--- config.mk ---
export PLATFORM = sky130hd
export DESIGN_NAME = aclock_setter
export DESIGN_NICKNAME = d
export VERILOG_FILES = /design/src/rtl/aclock_setter_pkg.sv /design/src/rtl/aclock_setter_bcd_wrap_inc.sv /design/src/rtl/aclock_setter.sv
export SDC_FILE = /design/constraint.sdc
export NUM_CORES = 1
export LEC_CHECK = 0
export CAP_MARGIN = 5
export CORE_MARGIN = 2
export CORE_UTILIZATION = 43
export DETAILED_ROUTE_END_ITERATION = 6
export SLEW_MARGIN = 10
export SYNTH_ARGS = -nofsm -noshare
export SYNTH_HDL_FRONTEND = slang
export SYNTH_HIERARCHICAL = 1
export SYNTH_SLANG_ARGS = --single-unit
--- constraint.sdc ---
create_clock -name clk -period 5.1 [get_ports clk]
set_clock_uncertainty 0.1 [all_clocks]
set_input_delay 0.51 -clock clk [delete_from_list [all_inputs] [get_ports clk]]
set_output_delay 0.51 -clock clk [all_outputs]
set_load 0.005 [all_outputs]
--- src/rtl/aclock_setter_pkg.sv ---
// Shared definitions for the alarm-clock setter.
// Holds the FSM state encoding, the edit_field codes, the hour/minute
// maxima (as plain numbers and as BCD digit pairs) and the range checks
// used when a value is preloaded from the clock core.
package aclock_setter_pkg;

    typedef enum logic [2:0] {
        IDLE   = 3'd0,
        T_HOUR = 3'd1,
        T_MIN  = 3'd2,
        A_HOUR = 3'd3,
        A_MIN  = 3'd4,
        LOAD_T = 3'd5,
        LOAD_A = 3'd6,
        STOP   = 3'd7
    } state_e;

    localparam logic [1:0] FIELD_NONE = 2'd0;
    localparam logic [1:0] FIELD_HOUR = 2'd1;
    localparam logic [1:0] FIELD_MIN  = 2'd2;

    localparam int HOUR_MAX = 32'sd23;
    localparam int MIN_MAX  = 32'sd59;

    // BCD form of the maxima, fed to the wrap incrementers
    localparam logic [1:0] HOUR_MAX_HI = 2'd2;
    localparam logic [3:0] HOUR_MAX_LO = 4'd3;
    localparam logic [3:0] MIN_MAX_HI  = 4'd5;
    localparam logic [3:0] MIN_MAX_LO  = 4'd9;

    // True when the hour digit pair is valid BCD and no larger than 23
    function automatic logic hour_ok(input logic [1:0] hi, input logic [3:0] lo);
        return (lo <= 4'd9) && ((int'(hi) * 32'sd10 + int'(lo)) <= HOUR_MAX);
    endfunction

    // True when the minute digit pair is valid BCD and no larger than 59
    function automatic logic min_ok(input logic [3:0] hi, input logic [3:0] lo);
        return (lo <= 4'd9) && ((int'(hi) * 32'sd10 + int'(lo)) <= MIN_MAX);
    endfunction

endpackage

--- src/rtl/aclock_setter_bcd_wrap_inc.sv ---
// bcd_wrap_inc: increments a BCD digit pair by one, wrapping to 00 once
// the programmable maximum pair is reached.
// Ports: hi/lo      - current pair (high digit width HI_W)
//        max_hi/lo  - largest legal value, wraps to 00 after it
//        inc_hi/lo  - incremented pair
module bcd_wrap_inc #(
    parameter int HI_W = 4
) (
    input  logic [HI_W-1:0] hi,
    input  logic [3:0]      lo,
    input  logic [HI_W-1:0] max_hi,
    input  logic [3:0]      max_lo,
    output logic [HI_W-1:0] inc_hi,
    output logic [3:0]      inc_lo
);

    // Wrap at or above max, otherwise carry low digit 9 into the high digit
    always_comb begin
        inc_hi = hi;
        inc_lo = lo;
        if ({hi, lo} >= {max_hi, max_lo}) begin
            inc_hi = {HI_W{1'b0}};
            inc_lo = 4'd0;
        end else if (lo >= 4'd9) begin
            inc_hi = hi + HI_W'(1'b1);
            inc_lo = 4'd0;
        end else begin
            inc_lo = lo + 4'd1;
        end
    end

endmodule

--- src/rtl/aclock_setter.sv ---
// aclock_setter: button-driven time / alarm setter for the clock core.
// Ports: clk, reset (sync, active low); btn_mode/btn_inc/btn_set debounced
//        buttons; H_out*/M_out* current time and Alarm from the clock core;
//        H_in*/M_in* edit value to the core; LD_time/LD_alarm/STOP_al
//        LOAD_HOLD-cycle strobes; AL_ON alarm enable; edit_field blink
//        select (0 none, 1 hours, 2 minutes).
module aclock_setter
    import aclock_setter_pkg::*;
#(
    parameter int LOAD_HOLD = 12
) (
    input  logic       clk,
    input  logic       reset,
    input  logic       btn_mode,
    input  logic       btn_inc,
    input  logic       btn_set,
    input  logic [1:0] H_out1,
    input  logic [3:0] H_out0,
    input  logic [3:0] M_out1,
    input  logic [3:0] M_out0,
    input  logic       Alarm,
    output logic [1:0] H_in1,
    output logic [3:0] H_in0,
    output logic [3:0] M_in1,
    output logic [3:0] M_in0,
    output logic       LD_time,
    output logic       LD_alarm,
    output logic       AL_ON,
    output logic       STOP_al,
    output logic [1:0] edit_field
);

    localparam int            CW     = $clog2(LOAD_HOLD + 1);
    localparam logic [CW-1:0] HOLD_C = CW'(LOAD_HOLD);

    state_e        state_r;
    logic          mode_hist_r, inc_hist_r, set_hist_r;
    logic          armed_r;
    logic [1:0]    h1_r;
    logic [3:0]    h0_r, m1_r, m0_r;
    logic [1:0]    al_h1_r;
    logic [3:0]    al_h0_r, al_m1_r, al_m0_r;
    logic [CW-1:0] cnt_r;
    logic          ld_time_r, ld_alarm_r, al_on_r, stop_al_r;
    logic [1:0]    edit_field_r;

    logic          set_edge_s, mode_edge_s, inc_edge_s;
    logic [1:0]    hour_inc_hi_s;
    logic [3:0]    hour_inc_lo_s, min_inc_hi_s, min_inc_lo_s;

    // armed_r masks the first cycle after reset so a button already held
    // at release only loads history; priority set > mode > inc.
    assign set_edge_s  = armed_r & btn_set  & ~set_hist_r;
    assign mode_edge_s = armed_r & btn_mode & ~mode_hist_r & ~set_edge_s;
    assign inc_edge_s  = armed_r & btn_inc  & ~inc_hist_r  & ~set_edge_s & ~mode_edge_s;

    bcd_wrap_inc #(.HI_W(2)) u_hour_inc (
        .hi     (h1_r),
        .lo     (h0_r),
        .max_hi (HOUR_MAX_HI),
        .max_lo (HOUR_MAX_LO),
        .inc_hi (hour_inc_hi_s),
        .inc_lo (hour_inc_lo_s)
    );

    bcd_wrap_inc #(.HI_W(4)) u_min_inc (
        .hi     (m1_r),
        .lo     (m0_r),
        .max_hi (MIN_MAX_HI),
        .max_lo (MIN_MAX_LO),
        .inc_hi (min_inc_hi_s),
        .inc_lo (min_inc_lo_s)
    );

    // Setter FSM with button history, edit/alarm registers and strobes
    always_ff @(posedge clk) begin
        if (!reset) begin
            state_r      <= IDLE;
            mode_hist_r  <= 1'b0;
            inc_hist_r   <= 1'b0;
            set_hist_r   <= 1'b0;
            armed_r      <= 1'b0;
            h1_r         <= 2'd0;
            h0_r         <= 4'd0;
            m1_r         <= 4'd0;
            m0_r         <= 4'd0;
            al_h1_r      <= 2'd0;
            al_h0_r      <= 4'd0;
            al_m1_r      <= 4'd0;
            al_m0_r      <= 4'd0;
            cnt_r        <= {CW{1'b0}};
            ld_time_r    <= 1'b0;
            ld_alarm_r   <= 1'b0;
            al_on_r      <= 1'b0;
            stop_al_r    <= 1'b0;
            edit_field_r <= FIELD_NONE;
        end else begin
            mode_hist_r <= btn_mode;
            inc_hist_r  <= btn_inc;
            set_hist_r  <= btn_set;
            armed_r     <= 1'b1;
            case (state_r)
                IDLE: begin
                    if (set_edge_s) begin
                        if (Alarm) begin
                            state_r      <= STOP;
                            cnt_r        <= {CW{1'b0}};
                            edit_field_r <= FIELD_NONE;
                        end else begin
                            state_r      <= A_HOUR;
                            h1_r         <= al_h1_r;
                            h0_r         <= al_h0_r;
                            m1_r         <= al_m1_r;
                            m0_r         <= al_m0_r;
                            edit_field_r <= FIELD_HOUR;
                        end
                    end else if (mode_edge_s) begin
                        state_r      <= T_HOUR;
                        edit_field_r <= FIELD_HOUR;
                        // Out-of-range fields from the core start at 00
                        if (hour_ok(H_out1, H_out0)) begin
                            h1_r <= H_out1;
                            h0_r <= H_out0;
                        end else begin
                            h1_r <= 2'd0;
                            h0_r <= 4'd0;
                        end
                        if (min_ok(M_out1, M_out0)) begin
                            m1_r <= M_out1;
                            m0_r <= M_out0;
                        end else begin
                            m1_r <= 4'd0;
                            m0_r <= 4'd0;
                        end
                    end else if (inc_edge_s) begin
                        al_on_r <= ~al_on_r;
                    end
                end
                T_HOUR, A_HOUR: begin
                    if (set_edge_s) begin
                        state_r      <= IDLE;
                        edit_field_r <= FIELD_NONE;
                    end else if (mode_edge_s) begin
                        state_r      <= (state_r == T_HOUR) ? T_MIN : A_MIN;
                        edit_field_r <= FIELD_MIN;
                    end else if (inc_edge_s) begin
                        h1_r <= hour_inc_hi_s;
                        h0_r <= hour_inc_lo_s;
                    end
                end
                T_MIN, A_MIN: begin
                    if (set_edge_s) begin
                        state_r      <= IDLE;
                        edit_field_r <= FIELD_NONE;
                    end else if (mode_edge_s) begin
                        cnt_r        <= {CW{1'b0}};
                        edit_field_r <= FIELD_NONE;
                        if (state_r == T_MIN) begin
                            state_r <= LOAD_T;
                        end else begin
                            state_r <= LOAD_A;
                            al_h1_r <= h1_r;
                            al_h0_r <= h0_r;
                            al_m1_r <= m1_r;
                            al_m0_r <= m0_r;
                        end
                    end else if (inc_edge_s) begin
                        m1_r <= min_inc_hi_s;
                        m0_r <= min_inc_lo_s;
                    end
                end
                LOAD_T, LOAD_A, STOP: begin
                    // Strobe rises the cycle after entry and lasts LOAD_HOLD cycles
                    if (cnt_r == HOLD_C) begin
                        state_r    <= IDLE;
                        ld_time_r  <= 1'b0;
                        ld_alarm_r <= 1'b0;
                        stop_al_r  <= 1'b0;
                    end else begin
                        cnt_r      <= cnt_r + CW'(1'b1);
                        ld_time_r  <= (state_r == LOAD_T);
                        ld_alarm_r <= (state_r == LOAD_A);
                        stop_al_r  <= (state_r == STOP);
                    end
                end
                default: begin
                    state_r      <= IDLE;
                    ld_time_r    <= 1'b0;
                    ld_alarm_r   <= 1'b0;
                    stop_al_r    <= 1'b0;
                    edit_field_r <= FIELD_NONE;
                end
            endcase
        end
    end

    assign H_in1      = h1_r;
    assign H_in0      = h0_r;
    assign M_in1      = m1_r;
    assign M_in0      = m0_r;
    assign LD_time    = ld_time_r;
    assign LD_alarm   = ld_alarm_r;
    assign AL_ON      = al_on_r;
    assign STOP_al    = stop_al_r;
    assign edit_field = edit_field_r;

endmodule

==> out/metrics.yaml <==
run_status:
  outcome: "completed"
routing:
  vias: 3029
  drc: 0
  wl_met1_microns: 4110
  dr.pass1.iters: 5
  dr_wl_met3_microns: 262
  routed.top_layer: "met4"
  wire_per_inst_microns: 15.2
  drt_wl_total_microns: 8260
  wl_met2_microns: 3830
  drtIter0Drc: 132
  avgViaCountPerCell: 5.58
  final_antenna_net_count: 0
grt:
  antenna_found_initial: 0
  grt_pass1_vias: 2935
  track_usage: 0.198
  grt_start_max_net_pins: 33
  grt_remaining_overflow: 0
  grt_pass1_wl_microns: 14100
cts:
  clkTransAtPathRegs_ps: 80
  clk_latency_ps: 290
  cts_setup_buffers: 0
  cts_resized: 0
  cts_sinks: 45
  hold_buffers: 0
  cts_buffers: 5
  cts_root_buf: "clkbuf_8"
  cts.path.max_buffers: 2
  htreeDepth: 2
  cts_tree: "built"
floorplanning:
  die_area_sq_um: 8750
  initial_core_util: 0.444
  die_w_microns: 93.6
  io_pins: 40
  die_y_microns: 93.6
  rows: 32
  coreArea_sq_um: 7770
sta:
  min_period_over_period: 0.658
  fmax_mhz: 298
  tightest_slew_ps: 1020
  hold_violations: 0
  drv_slew: 0
  timing.hold.ws_ps: 372
  fin_crit_ps: 3360
  rsz0062_at_grt: "no"
  finalSetupTns_ps: 0
  setup_viol: 0
  relSlewSlack: 0.319
worst_setup_path:
  cp.required_ps: 5180
  critPathKind: "input pin to register"
  path_cells: "clkdlybuf4s50_1, ha_1, ha_1, xor2_1, and3_1, o311ai_1, a22oi_1, a221oi_1"
  ff2ff_path_depth: 9
  path_delay_family: "compound AO/OA/AOI/OAI gates"
  cp-start-kind: "input pin"
  critPathBufInv: 1
  cp_slowest_stage_delay_ps: 800
  cp-end-kind: "register"
  crit_arrival_ps: 3430
  timing.rr.end: "H_in0[2]$_SDFFE_PN0P_"
  crit_top_cell: "ha_1"
  startpoint: "M_out1[2]"
  slowest_stage: "o311ai_1"
  rr_startpoint: "H_in0[1]$_SDFFE_PN0P_"
  endpoint: "M_in0[3]$_SDFFE_PN0P_"
  r2r_setup_slack_ps: 2620
  cp_max_fo: 8
  worstSetupPathDepth: 8
pwr:
  clkPwrFrac: 0.314
  peakVddDrop_uv: 135
  powerDensity_nw_per_um2: 220
  leakagePower_uw: 0.00167
  pwr-share-comb: 0.253
  pwr-share-seq: 0.433
  switching_share: 0.300
  p_int_uw: 623
  switchingPower_uw: 267
synthesis:
  async_reset_ff_frac: 0
  ys.flop_type: "dfxtp_1"
  ys_seq_area_frac: 0.261
  syn_inst: 399
  synth_cell_types: 70
  ys_ff_latch: 45
  post_synth.cell_area_avg_sq_um: 8.65
  synth_warnings: 6
  synth_edf_count: 0
  synth_area_sq_um: 3450
placement:
  finalWeightedCongestion: 0.818
  dp_cells: 535
  hpwl_microns: 5930
  io_buffer_count: 39
  placed_area_sq_um: 3930
layout:
  nets: 496
  mostFrequentLayoutCells: "45 x dfxtp_1, 39 x clkdlybuf4s50_1, 36 x nand2_1"
  final_cells: 543
  final_util: 0.520
  final_common_cell: "dfxtp_1"
  design_area_sq_um: 4040
  antennaDiodeCount: 0
  area_growth_pct: 17.2
  drive_gt1_frac: 0.0771
worst_hold_path:
  holdCritPathClass: "register to register"
job:
  drv_cap: 0
[worst min path at each step]
stage / slack (ps) / from / endpoint / cells after the start
after floorplan: 350 / edit_field[0]$_SDFFE_PN0P_ / edit_field[0]$_SDFFE_PN0P_ / 2
after global placement: 360 / edit_field[0]$_SDFFE_PN0P_ / edit_field[0]$_SDFFE_PN0P_ / 2
after global routing: 400 / edit_field[0]$_SDFFE_PN0P_ / edit_field[0]$_SDFFE_PN0P_ / 2
final: 370 / edit_field[0]$_SDFFE_PN0P_ / edit_field[0]$_SDFFE_PN0P_ / 2
after CTS: 380 / edit_field[0]$_SDFFE_PN0P_ / edit_field[0]$_SDFFE_PN0P_ / 2
after detailed placement: 360 / edit_field[0]$_SDFFE_PN0P_ / edit_field[0]$_SDFFE_PN0P_ / 2
[metal layers]
layer,GRT usage,vias up
met5,0,-
met4,0.0411,0
met3,0.0274,6
met2,0.333,62
met1,0.272,1423
li1,-,1538
[flip-flops by register name, summed over array words and instances, names as in the netlist, 2 cells and up]
register,count
al_m1_r,4
M_in0,4
edit_field,2
state_r,3
H_in0,4
M_in1,4
H_in1,2
al_m0_r,4
al_h1_r,2
cnt_r,4
al_h0_r,4
[area by class of cell]
class,count,area [sq um]
fill,774,3720
clock inverter,1,30.0
clock buffer,7,86.3
multi-input combinational,326,2420
inverter,22,82.6
sequential,45,901
timing repair buffer,40,398
tap,102,128
[synthesized netlist by cell type (all sizes together), types with 2 or more instances]
| master | number | share of area |
|---|---|---|
| a2111oi | 4 | 0.017 |
| a211o | 4 | 0.010 |
| a211oi | 2 | 0.0058 |
| a21o | 5 | 0.011 |
| a21oi | 12 | 0.017 |
| a221oi | 20 | 0.058 |
| a22oi | 5 | 0.011 |
| a311oi | 4 | 0.010 |
| a31oi | 2 | 0.0036 |
| a32oi | 2 | 0.0051 |
| and2 | 7 | 0.013 |
| and3 | 6 | 0.011 |
| and3b | 2 | 0.0051 |
| buf | 8 | 0.016 |
| clkbuf | 10 | 0.011 |
| conb | 2 | 0.0022 |
| dfxtp | 45 | 0.26 |
| fa | 3 | 0.017 |
| ha | 33 | 0.12 |
| inv | 22 | 0.024 |
| mux2 | 2 | 0.0065 |
| mux2i | 17 | 0.049 |
| nand2 | 36 | 0.039 |
| nand2b | 4 | 0.0094 |
| nand3 | 13 | 0.019 |
| nand4 | 6 | 0.011 |
| nor2 | 35 | 0.039 |
| nor2b | 7 | 0.015 |
| nor3 | 5 | 0.012 |
| nor4b | 3 | 0.0076 |
| o211ai | 2 | 0.0083 |
| o21a | 7 | 0.017 |
| o21ai | 27 | 0.040 |
| o21bai | 3 | 0.0065 |
| or3 | 7 | 0.014 |
| or4b | 2 | 0.0069 |
| xnor2 | 6 | 0.017 |
| xor2 | 5 | 0.013 |
[kinds of logic (layout without fill, tap and decap cells)]
group | count (synthesis) | after routing | synth area share
and+or+nand+nor | 140 | 140 | 0.221
muxes | 19 | 19 | 0.0559
adders and majority gates | 36 | 36 | 0.137
buffers and inverters | 40 | 70 | 0.0511
xor gates and xnor gates | 11 | 11 | 0.0301
other | 2 | 14 | 0.00218
AOI/OAI and AO/OA | 106 | 106 | 0.242
DFF | 45 | 45 | 0.261
[worst reg2reg max path: cells and delay by family, from the launching register on]
family | cells | cell delay [ps]
buffers and inverters | 1 | 110
AND/OR/NAND/NOR | 4 | 750
flip-flops | 1 | 490
AO/OA/AOI/OAI | 3 | 790
adder cells (fa/ha/maj) | 1 | 200
[stage by stage]
step | total power [uW] | worst slack (ps)
2_1_floorplan | 544 | 2470
3_3_place_gp | 612 | 1670
3_5_place_dp | 617 | 1460
4_1_cts | 896 | 1800
5_1_grt | 941 | 1580
6_report | 890 | 1740
[power by group through the flow]
stage / clock network (uW) / registers, uW / logic [uW]
3_5_place_dp: 0 / 393 / 224
2_1_floorplan: 0 / 382 / 162
3_3_place_gp: 0 / 393 / 219
6_report: 279 / 385 / 226
4_1_cts: 286 / 385 / 225
5_1_grt: 301 / 388 / 252
(Power assumes the default switching activity.)
